$ cat src/rtl/pipeline_ctrl_if.sv
// Handshake bundle between the hazard/stall controller and the pipeline datapath.
// With PIPE_CTRL_PERF_EN defined the bundle also carries the performance counters.
interface pipeline_ctrl_if;
    logic [4:0] ID_rs1_ind;
    logic [4:0] ID_rs2_ind;
    logic [4:0] EX_rd_ind;
    logic       EX_memread;
    logic       EX_branch_taken;
    logic       ID_hlt;
    logic       mem_busy;

    logic       pipe_en;
    logic       PC_write;
    logic       IF_ID_write;
    logic       IF_ID_FLUSH;
    logic       ID_EX_FLUSH;
    logic       EX_MEM_FLUSH;
    logic       MEM_WB_FLUSH;
    logic       halted;
    logic       mem_timeout;
`ifdef PIPE_CTRL_PERF_EN
    logic [31:0] stall_cycles;
    logic [31:0] flush_events;
    logic [31:0] retire_cycles;
`endif

    // master is the controller, slave is the datapath it steers
    modport master (
        input  ID_rs1_ind, ID_rs2_ind, EX_rd_ind, EX_memread, EX_branch_taken, ID_hlt, mem_busy,
        output pipe_en, PC_write, IF_ID_write, IF_ID_FLUSH, ID_EX_FLUSH, EX_MEM_FLUSH, MEM_WB_FLUSH,
               halted, mem_timeout
`ifdef PIPE_CTRL_PERF_EN
        , output stall_cycles, flush_events, retire_cycles
`endif
    );

    modport slave (
        output ID_rs1_ind, ID_rs2_ind, EX_rd_ind, EX_memread, EX_branch_taken, ID_hlt, mem_busy,
        input  pipe_en, PC_write, IF_ID_write, IF_ID_FLUSH, ID_EX_FLUSH, EX_MEM_FLUSH, MEM_WB_FLUSH,
               halted, mem_timeout
`ifdef PIPE_CTRL_PERF_EN
        , input stall_cycles, flush_events, retire_cycles
`endif
    );
endinterface

$ cat src/rtl/pipeline_ctrl.sv
// Pipeline hazard/stall/halt controller: load-use stalls, branch flushes, hlt drain, memory waits.
// Optional feature macro: PIPE_CTRL_PERF_EN adds stall/flush/retire performance counters.
module pipeline_ctrl (
    input  logic             clk,
    input  logic             rst,
    pipeline_ctrl_if.master  bus
);

    typedef enum logic [1:0] {RUN, MEMWAIT, DRAIN, HALTED} state_t;

    state_t     state, state_next;
    state_t     saved, saved_next;
    logic [1:0] drain_cnt, drain_next;
    logic [7:0] wait_cnt, wait_next, wait_inc;
    logic       timeout, timeout_next;
    logic       load_use;

    logic pipe_en, pc_write, if_id_write, if_id_flush, id_ex_flush, ex_mem_flush, mem_wb_flush, halted;

    assign load_use = bus.EX_memread && (bus.EX_rd_ind != 5'd0) &&
                      ((bus.EX_rd_ind == bus.ID_rs1_ind) || (bus.EX_rd_ind == bus.ID_rs2_ind));

    assign wait_inc = (wait_cnt == 8'd255) ? 8'd255 : wait_cnt + 8'd1;

    always_ff @(posedge clk or posedge rst) begin
        if (rst) begin
            state     <= RUN;
            saved     <= RUN;
            drain_cnt <= 2'd0;
            wait_cnt  <= 8'd0;
            timeout   <= 1'b0;
        end else begin
            state     <= state_next;
            saved     <= saved_next;
            drain_cnt <= drain_next;
            wait_cnt  <= wait_next;
            timeout   <= timeout_next;
        end
    end

    // Memory stalls take priority over everything: the frozen pipeline keeps
    // the branch/hlt information in place, so it is re-evaluated on return.
    always_comb begin
        state_next   = state;
        saved_next   = saved;
        drain_next   = drain_cnt;
        wait_next    = wait_cnt;
        timeout_next = timeout;
        case (state)
            RUN: begin
                if (bus.mem_busy) begin
                    state_next = MEMWAIT;
                    saved_next = RUN;
                end else if (!bus.EX_branch_taken && !load_use && bus.ID_hlt) begin
                    state_next = DRAIN;
                    drain_next = 2'd3;
                end
            end
            DRAIN: begin
                if (bus.mem_busy) begin
                    state_next = MEMWAIT;
                    saved_next = DRAIN;
                end else if (bus.EX_branch_taken) begin
                    state_next = RUN;
                    drain_next = 2'd0;
                end else if (drain_cnt <= 2'd1) begin
                    state_next = HALTED;
                    drain_next = 2'd0;
                end else begin
                    drain_next = drain_cnt - 2'd1;
                end
            end
            MEMWAIT: begin
                if (bus.mem_busy) begin
                    wait_next = wait_inc;
                    if (wait_inc == 8'd255) timeout_next = 1'b1;
                end else begin
                    state_next = saved;
                    wait_next  = 8'd0;
                end
            end
            default: ;
        endcase
    end

    // While reset is held the datapath sees run defaults plus a flush of every stage.
    always_comb begin
        pipe_en      = 1'b1;
        pc_write     = 1'b1;
        if_id_write  = 1'b1;
        if_id_flush  = 1'b0;
        id_ex_flush  = 1'b0;
        ex_mem_flush = 1'b0;
        mem_wb_flush = 1'b0;
        halted       = 1'b0;
        if (rst) begin
            if_id_flush  = 1'b1;
            id_ex_flush  = 1'b1;
            ex_mem_flush = 1'b1;
            mem_wb_flush = 1'b1;
        end else begin
            case (state)
                RUN, DRAIN: begin
                    if (bus.mem_busy) begin
                        pipe_en     = 1'b0;
                        pc_write    = 1'b0;
                        if_id_write = 1'b0;
                    end else if (bus.EX_branch_taken) begin
                        if_id_flush = 1'b1;
                        id_ex_flush = 1'b1;
                    end else if (state == DRAIN || load_use) begin
                        pc_write    = 1'b0;
                        if_id_write = 1'b0;
                        id_ex_flush = 1'b1;
                    end
                end
                MEMWAIT: begin
                    pipe_en     = 1'b0;
                    pc_write    = 1'b0;
                    if_id_write = 1'b0;
                end
                HALTED: begin
                    halted      = 1'b1;
                    pipe_en     = 1'b0;
                    pc_write    = 1'b0;
                    if_id_write = 1'b0;
                end
                default: ;
            endcase
        end
    end

    assign bus.pipe_en      = pipe_en;
    assign bus.PC_write     = pc_write;
    assign bus.IF_ID_write  = if_id_write;
    assign bus.IF_ID_FLUSH  = if_id_flush;
    assign bus.ID_EX_FLUSH  = id_ex_flush;
    assign bus.EX_MEM_FLUSH = ex_mem_flush;
    assign bus.MEM_WB_FLUSH = mem_wb_flush;
    assign bus.halted       = halted;
    assign bus.mem_timeout  = timeout;

`ifdef PIPE_CTRL_PERF_EN
    logic [31:0] stall_q, flush_q, retire_q;

    always_ff @(posedge clk or posedge rst) begin
        if (rst) begin
            stall_q  <= 32'd0;
            flush_q  <= 32'd0;
            retire_q <= 32'd0;
        end else begin
            if (state != HALTED && !pc_write) stall_q <= stall_q + 32'd1;
            if (if_id_flush) flush_q <= flush_q + 32'd1;
            if (pipe_en) retire_q <= retire_q + 32'd1;
        end
    end

    assign bus.stall_cycles  = stall_q;
    assign bus.flush_events  = flush_q;
    assign bus.retire_cycles = retire_q;
`endif

endmodule

$ cat src/flat_wrapper.sv
// flat-port wrapper written by rule: the top's interface ports become plain ports
module pipeline_ctrl_flat 
  (clk, rst, bus_ID_rs1_ind, bus_ID_rs2_ind, bus_EX_rd_ind, bus_EX_memread, bus_EX_branch_taken, bus_ID_hlt, bus_mem_busy, bus_pipe_en, bus_PC_write, bus_IF_ID_write, bus_IF_ID_FLUSH, bus_ID_EX_FLUSH, bus_EX_MEM_FLUSH, bus_MEM_WB_FLUSH, bus_halted, bus_mem_timeout);
  pipeline_ctrl_if bus_i ();
  input  logic clk;
  input  logic rst;
  input wire logic [$bits(bus_i.ID_rs1_ind)-1:0] bus_ID_rs1_ind;
  input wire logic [$bits(bus_i.ID_rs2_ind)-1:0] bus_ID_rs2_ind;
  input wire logic [$bits(bus_i.EX_rd_ind)-1:0] bus_EX_rd_ind;
  input wire logic [$bits(bus_i.EX_memread)-1:0] bus_EX_memread;
  input wire logic [$bits(bus_i.EX_branch_taken)-1:0] bus_EX_branch_taken;
  input wire logic [$bits(bus_i.ID_hlt)-1:0] bus_ID_hlt;
  input wire logic [$bits(bus_i.mem_busy)-1:0] bus_mem_busy;
  output wire logic [$bits(bus_i.pipe_en)-1:0] bus_pipe_en;
  output wire logic [$bits(bus_i.PC_write)-1:0] bus_PC_write;
  output wire logic [$bits(bus_i.IF_ID_write)-1:0] bus_IF_ID_write;
  output wire logic [$bits(bus_i.IF_ID_FLUSH)-1:0] bus_IF_ID_FLUSH;
  output wire logic [$bits(bus_i.ID_EX_FLUSH)-1:0] bus_ID_EX_FLUSH;
  output wire logic [$bits(bus_i.EX_MEM_FLUSH)-1:0] bus_EX_MEM_FLUSH;
  output wire logic [$bits(bus_i.MEM_WB_FLUSH)-1:0] bus_MEM_WB_FLUSH;
  output wire logic [$bits(bus_i.halted)-1:0] bus_halted;
  output wire logic [$bits(bus_i.mem_timeout)-1:0] bus_mem_timeout;
  assign bus_i.ID_rs1_ind = bus_ID_rs1_ind;
  assign bus_i.ID_rs2_ind = bus_ID_rs2_ind;
  assign bus_i.EX_rd_ind = bus_EX_rd_ind;
  assign bus_i.EX_memread = bus_EX_memread;
  assign bus_i.EX_branch_taken = bus_EX_branch_taken;
  assign bus_i.ID_hlt = bus_ID_hlt;
  assign bus_i.mem_busy = bus_mem_busy;
  assign bus_pipe_en = bus_i.pipe_en;
  assign bus_PC_write = bus_i.PC_write;
  assign bus_IF_ID_write = bus_i.IF_ID_write;
  assign bus_IF_ID_FLUSH = bus_i.IF_ID_FLUSH;
  assign bus_ID_EX_FLUSH = bus_i.ID_EX_FLUSH;
  assign bus_EX_MEM_FLUSH = bus_i.EX_MEM_FLUSH;
  assign bus_MEM_WB_FLUSH = bus_i.MEM_WB_FLUSH;
  assign bus_halted = bus_i.halted;
  assign bus_mem_timeout = bus_i.mem_timeout;
  pipeline_ctrl u_core (.clk(clk), .rst(rst), .bus(bus_i));
endmodule
$ cat config.mk
export PLATFORM = sky130hd
export DESIGN_NAME = pipeline_ctrl_flat
export DESIGN_NICKNAME = d
export VERILOG_FILES = /design/src/rtl/pipeline_ctrl_if.sv /design/src/rtl/pipeline_ctrl.sv /design/src/flat_wrapper.sv
export SDC_FILE = /design/constraint.sdc
export NUM_CORES = 1
export LEC_CHECK = 0
export ABC_CLOCK_PERIOD_IN_PS = 2500
export CORE_MARGIN = 2
export CORE_UTILIZATION = 55
export CTS_BUF_LIST = sky130_fd_sc_hd__clkbuf_2
export CTS_CLUSTER_SIZE = 20
export DETAILED_ROUTE_END_ITERATION = 7
export DONT_BUFFER_PORTS = 1
export PLACE_DENSITY = 0.69
export SYNTH_ARGS = -nofsm -noshare
export SYNTH_HDL_FRONTEND = slang
export SYNTH_SLANG_ARGS = --single-unit
$ cat constraint.sdc
create_clock -name clk -period 2.5 [get_ports clk]
set_input_delay 0 -clock clk [delete_from_list [all_inputs] [get_ports clk]]
set_output_delay 0 -clock clk [all_outputs]
set_load 0.02 [all_outputs]
==> results of run 1 <==
## per-stage QoR
step / std cells / setup WS (ns) / hold slack (ns) / util (%) / cell area [µm²]
3_5_place_dp: 149 / 0.5434 / 0.0002624 / 56.64 / 1089
3_3_place_gp: 149 / 0.6164 / 0.0002556 / 56.64 / 1089
5_1_grt: 155 / 0.1646 / 0.0002401 / 58.98 / 1134
4_1_cts: 155 / 0.3839 / 0.0002575 / 58.98 / 1134
6_report: 155 / 0.4016 / 0.00009476 / 58.98 / 1134
2_1_floorplan: 128 / 0.4620 / -0.08619 / - / 1092
## cell usage after synthesis (all sizes together)
cell	count	share of area, %
o211ai	2	1.4
a311oi	1	1.4
nand3	5	2.3
o31a	2	2.4
o41ai	1	0.80
a31oi	4	2.3
o31ai	4	2.7
nand2	10	3.4
nor2	7	2.4
buf	4	3.1
inv	12	4.1
nor3	2	0.92
a2bb2oi	1	0.80
dfrtp	14	32
o2bb2ai	1	0.80
a21oi	13	6.0
a221oi	1	0.80
nand4	2	1.1
o311a	1	1.0
o221ai	1	0.80
o22ai	1	1.1
a41oi	2	1.6
and3	4	2.4
ha	6	6.9
nor2b	2	1.1
clkbuf	3	1.0
xnor2	10	8.0
mux2	1	1.4
mux2i	1	0.92
a22oi	1	0.69
o21ai	9	4.1
## registers in the layout, summed over array words and instances, names as in the netlist
name                    count
u_core.bus.mem_timeout      1
u_core.wait_cnt             8
u_core.state                2
u_core.saved                1
u_core.drain_cnt            2
## per-layer routing
layer,wire [µm],global-route usage (%)
met5,0,0
met4,23,8.095
met3,112,4.321
met2,1098,32.64
met1,931,23.08
## final cells by class
class,count,area share [%]
multi-input combinational,95,57.51
sequential,14,30.91
inverter,12,3.974
timing repair buffer,4,3.311
tap,27,2.980
clock buffer,3,1.325
## worst paths after layout
kind / start / endpoint / slack, ns / cells after the start
worst max-delay path: u_core.state[1]$_DFFE_PP0P_ / bus_PC_write / 0.40 / 5
worst min-delay path: rst / bus_MEM_WB_FLUSH / 0.00009 / 0
worst max register to register: u_core.state[0]$_DFFE_PP0P_ / u_core.state[0]$_DFFE_PP0P_ / 0.51 / 7
worst min register to register: u_core.drain_cnt[1]$_DFFE_PP0P_ / u_core.drain_cnt[1]$_DFFE_PP0P_ / 0.53 / 1
max in group asynchronous: rst / u_core.wait_cnt[2]$_DFFE_PP0P_ / 1.85 / 2
min in group asynchronous: rst / u_core.state[1]$_DFFE_PP0P_ / 0.24 / 2
## power by group through the flow
stage	sequential (mW)	combinational [mW]	clock (mW)
final	0.353	0.523	0.104
after global routing	0.366	0.585	0.121
after CTS	0.352	0.522	0.109
after detailed placement	0.356	0.517	0
after global placement	0.353	0.509	0
after floorplan	0.341	0.454	0
## cell families (layout without fill, tap and decap cells)
kind of cell,Yosys count,after routing,share of synthesized area (%)
flops,14,14,32.07
xor+xnor,10,10,8.018
simple gates,32,32,13.75
mux,2,2,2.291
buf+inv,19,19,8.247
fa+ha+maj,6,6,6.873
compound gates,45,45,28.75
==> flow_summary_export.csv, run 1 <==
group,metric,value,unit
pwr,power.density,865.2,nW/µm²
setup_path,critical_path_class,"reg -> out",
setup_path,crit_arrival,2.10,ns
timing,final.setup.tns,0,ns
cts,numCtsBuffers,3,
finish,ff_latch_area,350.3,µm²
floorplan,die_y,48.57,µm
finish,multiInputGateArea,651.9,µm²
cts,root_buffer,"clkbuf_2",
pwr,power.switching,0.4355,mW
pwr,switching_share,44.40,%
finish,final_common_cell,"dfrtp_1",
finish,area_growth,3.780,%
global_routing,grt_pass1_vias,841,
timing,drv_slew,0,
cts,clock_latency,0.27,ns
pwr,power.total,0.9807,mW
floorplan,num_rows,16,
timing,rsz0062_at_grt,"false",
timing,fmax,476.6,MHz
floorplan,die_area,2359,µm²
setup_path,critPathTopFamily,"compound AO/OA/AOI/OAI gates",
pwr,worst_ir_drop_vdd,0.5894,mV
yosys,yosysWarnings,0,
global_routing,grt_max_degree,21,
cts,htreeDepth,1,
yosys,ys_types,34,
cts,numClockSinks,14,
setup_path,start_kind,"flip-flop",
yosys,synth_nets,155,
cts,tritoncts,"built",
timing,setup_violations,0,
outcome,status,"completed",
yosys,syn_area,1092,µm²
setup_path,cp_slowest_stage_delay,0.42,ns
drt,vias,926,
pwr,pwr-share-comb,53.4,%
global_routing,antenna_found_initial,0,
floorplan,fp.dieW,48.57,µm
timing,period_needed,2.098,ns
finish,final_cell_mix,"dfrtp_1 (14), a21oi_1 (13), inv_1 (12)",
timing,finalCritPeriodShare,83.94,%
finish,drive_gt1_share,7.813,%
finish,fin_nets,157,
drt,wirelength,2166,µm
drt,wl_per_cell,13.97,µm
timing,worst_slew_pin_slew,0.7060,ns
yosys,synth-seq-cells,14,
drt,drtAntennaViolNets,0,
cts,cts_resized,0,
timing,fin_worst_skew,0.003155,ns
drt,drc_errors,0,
min_path,hold_path.class,"in -> out",
drt,drt_iter0_markers,28,
cts,hold_buffers,3,
finish,fillerInstances,185,
cts,clk_path_buf_depth,2,
cts,post_cts_buffers,0,
setup_path,crit_buf_inv,2,
global_routing,track_usage,19.08,%
pwr,clockPowerShare,10.6,%
drt,viasPerCell,5.974,
setup_path,cp-end-kind,"primary output",
pwr,seqPwrFrac,36.0,%
global_routing,grt_pass1_wl,3588,µm
setup_path,cp_slowest_cell,"dfrtp_1",
job,max_cap_violations,0,
drt,dr.pass1.iters,4,
place,hpwl,1606,µm
setup_path,cp_max_fo,20,
place,globalplace.congestion,0.8853,
setup_path,path_cells,"inv_1, ha_1, o31ai_1, buf_4, o31a_1",
place,port_buffers,0,
pwr,intPower,0.5453,mW
global_routing,overflow,0,
yosys,synthCells,128,
setup_path,crit_required,2.50,ns
yosys,avgSynthCellArea,8.534,µm²
floorplan,core_area,1922,µm²
floorplan,start_util,56.84,%
finish,insertedDiodeCount,0,
yosys,ys_seq_area_share,32.07,%
timing,finalHoldViolations,0,
timing,relSlewSlack,52.53,%
floorplan,pin_count,30,
cts,cts.clk_slew.worst_paths,0.13,ns
pwr,p_leak,0.4815,nW
Power figures use the tool's default switching activity.
==> run 2: changes to the inputs <==
--- a/config.mk
+++ b/config.mk
@@ -5,14 +5,14 @@
 export SDC_FILE = /design/constraint.sdc
 export NUM_CORES = 1
 export LEC_CHECK = 0
-export ABC_CLOCK_PERIOD_IN_PS = 2500
+export ABC_CLOCK_PERIOD_IN_PS = 1900
 export CORE_MARGIN = 2
 export CORE_UTILIZATION = 55
 export CTS_BUF_LIST = sky130_fd_sc_hd__clkbuf_2
 export CTS_CLUSTER_SIZE = 20
 export DETAILED_ROUTE_END_ITERATION = 7
 export DONT_BUFFER_PORTS = 1
-export PLACE_DENSITY = 0.69
+export PLACE_DENSITY = 0.72
 export SYNTH_ARGS = -nofsm -noshare
 export SYNTH_HDL_FRONTEND = slang
 export SYNTH_SLANG_ARGS = --single-unit
==> constraint.sdc (replaced) <==
create_clock -name clk -period 1.9 [get_ports clk]
set_input_delay 0 -clock clk [delete_from_list [all_inputs] [get_ports clk]]
set_output_delay 0 -clock clk [all_outputs]
set_load 0.02 [all_outputs]
==> run 2 against run 1 <==
Net effect:
- flip-flop and latch count unchanged
- clock skew increased by 0.0036 ns
- core utilization increased by 5.0 points
- sequential share of layout area decreased by 2.3 points
- wire length increased by 11%
- global-route usage increased by 2.6 points
- clock-buffer cell count unchanged
- via count increased by 10%
- power increased by 46%
- critical path type unchanged
==> flow_summary_export.csv, run 2 (synthesis gave the netlist of run 1 again) <==
group,metric,value,unit
cts,numClockSinks,14,
setup_path,start_kind,"flip-flop",
job,max_cap_violations,0,
timing,period_needed,1.775,ns
min_path,hp-start,"rst",
floorplan,die_area,2359,µm²
drt,routedLengthMet1,967,µm
drt,highest_layer,"met4",
global_routing,antenna_found_initial,0,
drt,wl_per_cell,14.74,µm
cts,cts.clk_slew.worst_paths,0.13,ns
cts,clk_path_buf_depth,2,
timing,relSlewSlack,53.38,%
cts,htreeDepth,1,
setup_path,timing.rr.start,"u_core.state[0]$_DFFE_PP0P_",
setup_path,r2r_slack,0.17,ns
finish,finalNonFillerCells,163,
finish,final_cell_mix,"a21oi_1 (13), dfrtp_1 (13), inv_1 (12)",
finish,fin_nets,164,
cts,root_buffer,"clkbuf_2",
timing,drv_slew,0,
drt,viasPerCell,6.252,
pwr,p_leak,0.5254,nW
drt,vias,1019,
finish,insertedDiodeCount,0,
setup_path,reg2reg_depth,7,
drt,dr.pass1.iters,4,
setup_path,critical_path_class,"reg -> out",
drt,met3WireLength,161,µm
pwr,pwr-share-comb,57.2,%
drt,wl_met2,1192,µm
pwr,power.switching,0.6226,mW
setup_path,crit_arrival,1.78,ns
cts,clock_latency,0.29,ns
pwr,intPower,0.8132,mW
setup_path,crit_required,1.90,ns
place,dp.cells,153,
place,placed_cell_area,1136,µm²
timing,fin_worst_skew,0.006723,ns
drt,wirelength,2402,µm
pwr,seqPwrFrac,32.5,%
setup_path,cp_max_fo,19,
timing,rsz0062_at_grt,"false",
setup_path,crit_end,"bus_PC_write",
finish,largest_reg_flops,8,
timing,setup_violations,0,
pwr,worst_ir_drop_vdd,0.8070,mV
min_path,hold_path.class,"in -> out",
pwr,power.density,1167,nW/µm²
timing,worst_slew_pin_slew,0.6986,ns
outcome,status,"completed",
floorplan,pin_count,30,
pwr,switching_share,43.37,%
floorplan,core_area,1922,µm²
drt,drt_iter0_markers,17,
floorplan,num_rows,16,
global_routing,grt_pass1_vias,957,
timing,finalHoldViolations,0,
setup_path,critPathLaunch,"u_core.state[0]$_DFFE_PP0P_",
finish,reg.largest.list,"u_core.wait_cnt: 8 flops, u_core.drain_cnt: 2 flops, u_core.state: 2 flops",
finish,area_growth,12.60,%
finish,drive_gt1_share,13.97,%
setup_path,cp-end-kind,"primary output",
place,globalplace.congestion,0.8096,
pwr,clockPowerShare,10.3,%
timing,finalCritPeriodShare,93.44,%
drt,drtAntennaViolNets,0,
place,hpwl,1750,µm
timing,hold_slack,0.0003237,ns
global_routing,grt_max_degree,20,
finish,final_area,1230,µm²
cts,tritoncts,"built",
setup_path,crit-reg2reg-capture,"u_core.state[0]$_DFFE_PP0P_",
global_routing,track_usage,21.63,%
finish,top_register,"u_core.wait_cnt",
timing,fmax,563.3,MHz
timing,final.setup.tns,0,ns
place,port_buffers,0,
drt,drc_errors,0,
cts,numCtsBuffers,3,
floorplan,fp.dieW,48.57,µm
floorplan,die_y,48.57,µm
floorplan,start_util,56.84,%
global_routing,grt_pass1_wl,3939,µm
global_routing,overflow,0,
==> run 2: worst min-delay path by stage <==
stage	end	slack, ns	cells after the start
6_report	bus_MEM_WB_FLUSH	0.0003	0
2_1_floorplan	u_core.bus.mem_timeout$_DFFE_PP0P_	-0.08	1
3_5_place_dp	bus_MEM_WB_FLUSH	0.0003	0
4_1_cts	bus_MEM_WB_FLUSH	0.0003	0
5_1_grt	bus_EX_MEM_FLUSH	0.0008	0
3_3_place_gp	bus_MEM_WB_FLUSH	0.0003	0
==> run 2: critical path, cell delays in order (launching register included) <==
cell and delay [ns]:
dfrtp_2 0.45, ha_1 0.24, buf_6 0.18, o31ai_4 0.25
o31a_1 0.22, buf_12 0.14
==> run 2: repair_timing <==
item,4_1_cts,5_1_grt
setup buffers,0,2
resized for setup,0,4
hold buffers,3,1
setup endpoints to repair,0,3
endpoints found under the hold margin,27,1
==> run 2: through the flow <==
| step | setup slack [ns] | total power [mW] | utilization, % |
|---|---|---|---|
| after floorplan | 0.05495 | 1.052 | - |
| after global placement | 0.1128 | 1.188 | 59.11 |
| after detailed placement | 0.07511 | 1.216 | 59.11 |
| after CTS | 0.004025 | 1.375 | 61.65 |
| after global routing | 0.03340 | 1.560 | 64.00 |
| final | 0.1246 | 1.436 | 64.00 |
==> run 2: power groups by stage <==
stage | clock network [mW] | registers (mW) | logic [mW]
after floorplan | 0 | 0.448 | 0.603
after global placement | 0 | 0.467 | 0.721
after detailed placement | 0 | 0.474 | 0.742
after CTS | 0.153 | 0.469 | 0.753
after global routing | 0.167 | 0.477 | 0.916
final | 0.148 | 0.467 | 0.821
==> run 2: metal layers <==
metal / vias up / GRT usage (%)
met4: 0 / 14.29
met5: - / 0
met3: 9 / 6.173
met1: 481 / 21.63
li1: 479 / -
met2: 50 / 38.89
==> run 2: cell type report <==
cell class | instances | area (µm²)
fillers | 189 | 691.9
multi-input cells | 95 | 671.9
flip-flops and latches | 14 | 351.6
repair buffers | 11 | 108.9
inverters | 12 | 45.04
well taps | 27 | 33.78
clock buffers | 3 | 15.01
clock inverters | 1 | 3.754
==> run 3: changes to the inputs <==
--- a/config.mk
+++ b/config.mk
@@ -12,6 +12,7 @@
 export CTS_CLUSTER_SIZE = 20
 export DETAILED_ROUTE_END_ITERATION = 7
 export DONT_BUFFER_PORTS = 1
+export GPL_TIMING_DRIVEN = 0
 export PLACE_DENSITY = 0.72
 export SYNTH_ARGS = -nofsm -noshare
 export SYNTH_HDL_FRONTEND = slang
==> run 3 against run 2 <==
Net effect:
- the run now ends with setup timing left
- first-iteration DRC count down 53%
- final cell count up 1.2%
- clock power about the same
- clock-buffer cell count unchanged
- die area unchanged
- power up 2.5%
- largest power group unchanged
- fmax down 8.2%
- critical path depth unchanged
- highest routed layer unchanged
- combinational power up 6.9%
- wire length down 3.5%
- non-clock buffer count up 2
- critical endpoint unchanged
==> flow_summary_export.csv, run 3 (synthesis gave the netlist of run 1 again) <==
group,metric,value,unit
finish,final_common_cell,"dfrtp_1",
setup_path,start_kind,"flip-flop",
finish,final_cell_mix,"dfrtp_1 (14), a21oi_1 (13), inv_1 (11)",
drt,drtAntennaViolNets,0,
setup_path,cp_max_fo,3,
finish,fillerInstances,168,
cts,clk_path_buf_depth,2,
global_routing,grt_pass1_wl,3988,µm
global_routing,overflow,0,
pwr,power.density,1173,nW/µm²
timing,relSlewSlack,54.73,%
cts,cts.clk_slew.worst_paths,0.15,ns
finish,largest_reg_flops,8,
pwr,power.total,1.472,mW
place,hpwl,1769,µm
setup_path,cp_slowest_cell,"dfrtp_1",
timing,worst_slew_pin_slew,0.6782,ns
timing,fin_ws,-0.03403,ns
timing,fin_worst_skew,0.007632,ns
finish,area_growth,14.89,%
floorplan,start_util,56.84,%
cts,clock_latency,0.28,ns
floorplan,num_rows,16,
global_routing,grt_max_degree,18,
setup_path,cp_slowest_stage_delay,0.41,ns
pwr,worst_ir_drop_vdd,0.7295,mV
place,place_ws,-0.1840,ns
drt,wl_per_cell,14.04,µm
global_routing,use_met3,2.778,%
drt,vias,997,
outcome,violations,"setup timing",
cts,tritoncts,"built",
place,globalplace.congestion,0.7616,
timing,finalHoldViolations,0,
cts,numCtsBuffers,3,
finish,fin_nets,166,
global_routing,antenna_found_initial,0,
global_routing,grt_pass1_vias,968,
drt,wirelength,2317,µm
timing,finalCritPeriodShare,101.8,%
floorplan,die_y,48.57,µm
floorplan,core_area,1922,µm²
drt,viasPerCell,6.042,
outcome,status,"finished, violations left",
pwr,p_leak,0.5270,nW
global_routing,busiest_layer,"met2",
cts,root_buffer,"clkbuf_2",
min_path,hold_path.class,"in -> reg",
setup_path,critical_path_class,"reg -> out",
global_routing,use_met1,23.96,%
setup_path,path_cells,"buf_4, ha_4, o31ai_4, o31a_1, buf_6",
timing,fmax,517.1,MHz
floorplan,die_area,2359,µm²
setup_path,r2r_slack,0.09,ns
floorplan,pin_count,30,
timing,period_needed,1.934,ns
global_routing,grtUsageMet2,40.51,%
drt,dr.pass1.iters,4,
cts,numClockSinks,14,
global_routing,track_usage,21.02,%
drt,drc_errors,0,
finish,drive_gt1_share,18.12,%
finish,top_register,"u_core.wait_cnt",
place,port_buffers,0,
setup_path,crit_required,1.90,ns
finish,reg.largest.list,"u_core.wait_cnt: 8 flops, u_core.drain_cnt: 2 flops, u_core.state: 2 flops",
drt,drt_iter0_markers,8,
timing,drv_slew,0,
setup_path,cp-end-kind,"primary output",
timing,rsz0062_at_grt,"true",
floorplan,fp.dieW,48.57,µm
job,max_cap_violations,0,
cts,htreeDepth,1,
setup_path,crit_arrival,1.93,ns
timing,setup_violations,1,
finish,insertedDiodeCount,0,
-- run 3: changes by cell type in the layout (fill, tap and decap cells not counted), sizes merged --
cell	change
dlygate4sd3	-2
clkbuf	+3
buf	+1
-- run 3: where the power goes --
| group | internal [mW] | switching (mW) | total [mW] | leakage (nW) |
|---|---|---|---|---|
| Combinational | 0.407 | 0.471 | 0.878 | 0.336 |
| Clock | 0.0458 | 0.0998 | 0.146 | 0.0140 |
| Sequential | 0.381 | 0.0686 | 0.449 | 0.177 |
| Total | 0.833 | 0.639 | 1.47 | 0.527 |
-- run 3: what timing repair did --
action / 4_1_cts / 5_1_grt
pin swaps: 1 / 2
hold endpoints to repair: 15 / 0
endpoints found under the setup margin: 3 / 3
setup buffers: 4 / 0
resized for setup: 11 / 2
hold buffers: 2 / 0
-- run 3: worst paths after layout --
kind,from,endpoint,cells after the start
max,u_core.state[1]$_DFFE_PP0P_,bus_PC_write,5
max reg2reg,u_core.state[0]$_DFFE_PP0P_,u_core.state[0]$_DFFE_PP0P_,8
max in group asynchronous,rst,u_core.drain_cnt[1]$_DFFE_PP0P_,2
min,bus_EX_branch_taken,u_core.drain_cnt[0]$_DFFE_PP0P_,3
min reg2reg,u_core.saved[1]$_DFFE_PP0P_,u_core.saved[1]$_DFFE_PP0P_,2
min in group asynchronous,rst,u_core.wait_cnt[3]$_DFFE_PP0P_,2
-- run 3: critical path, delay by kind of cell (launching register included) --
| family | cells | cell delay (ns) |
|---|---|---|
| AO/OA/AOI/OAI | 2 | 0.75 |
| flip-flops | 1 | 0.41 |
| buffers and inverters | 2 | 0.33 |
| adder cells (fa/ha/maj) | 1 | 0.17 |
-- run 3: metal layers --
metal / part of all wire (%) / vias up
met5: 0 / -
met4: 0.56 / 0
li1: - / 485
met3: 3.9 / 2
met2: 54 / 21
met1: 41 / 489
-- run 3: metrics by stage --
step / cell area (µm²) / util [%] / hold WS [ns] / instances / setup TNS, ns
finish: 1255 / 65.30 / 0.03126 / 165 / -0.03403
floorplan: 1097 / - / -0.07895 / 128 / 0
detailed placement: 1131 / 58.85 / 0.008984 / 155 / -0.2537
CTS: 1252 / 65.17 / 0.01396 / 165 / -0.08694
global route: 1255 / 65.30 / 0.03345 / 165 / -0.1215
global placement: 1131 / 58.85 / 0.004234 / 155 / -0.1927
-- run 3: area by class of cell --
type / instances / area [µm²] / share of cell area [%]
tap: 27 / 33.78 / 2.692
buffer: 7 / 58.81 / 4.686
clock inverter: 1 / 3.754 / 0.2991
inverter: 12 / 45.04 / 3.589
timing repair buffer: 6 / 53.80 / 4.287
sequential: 14 / 350.3 / 27.92
multi-input combinational: 95 / 694.4 / 55.33
clock buffer: 3 / 15.01 / 1.196
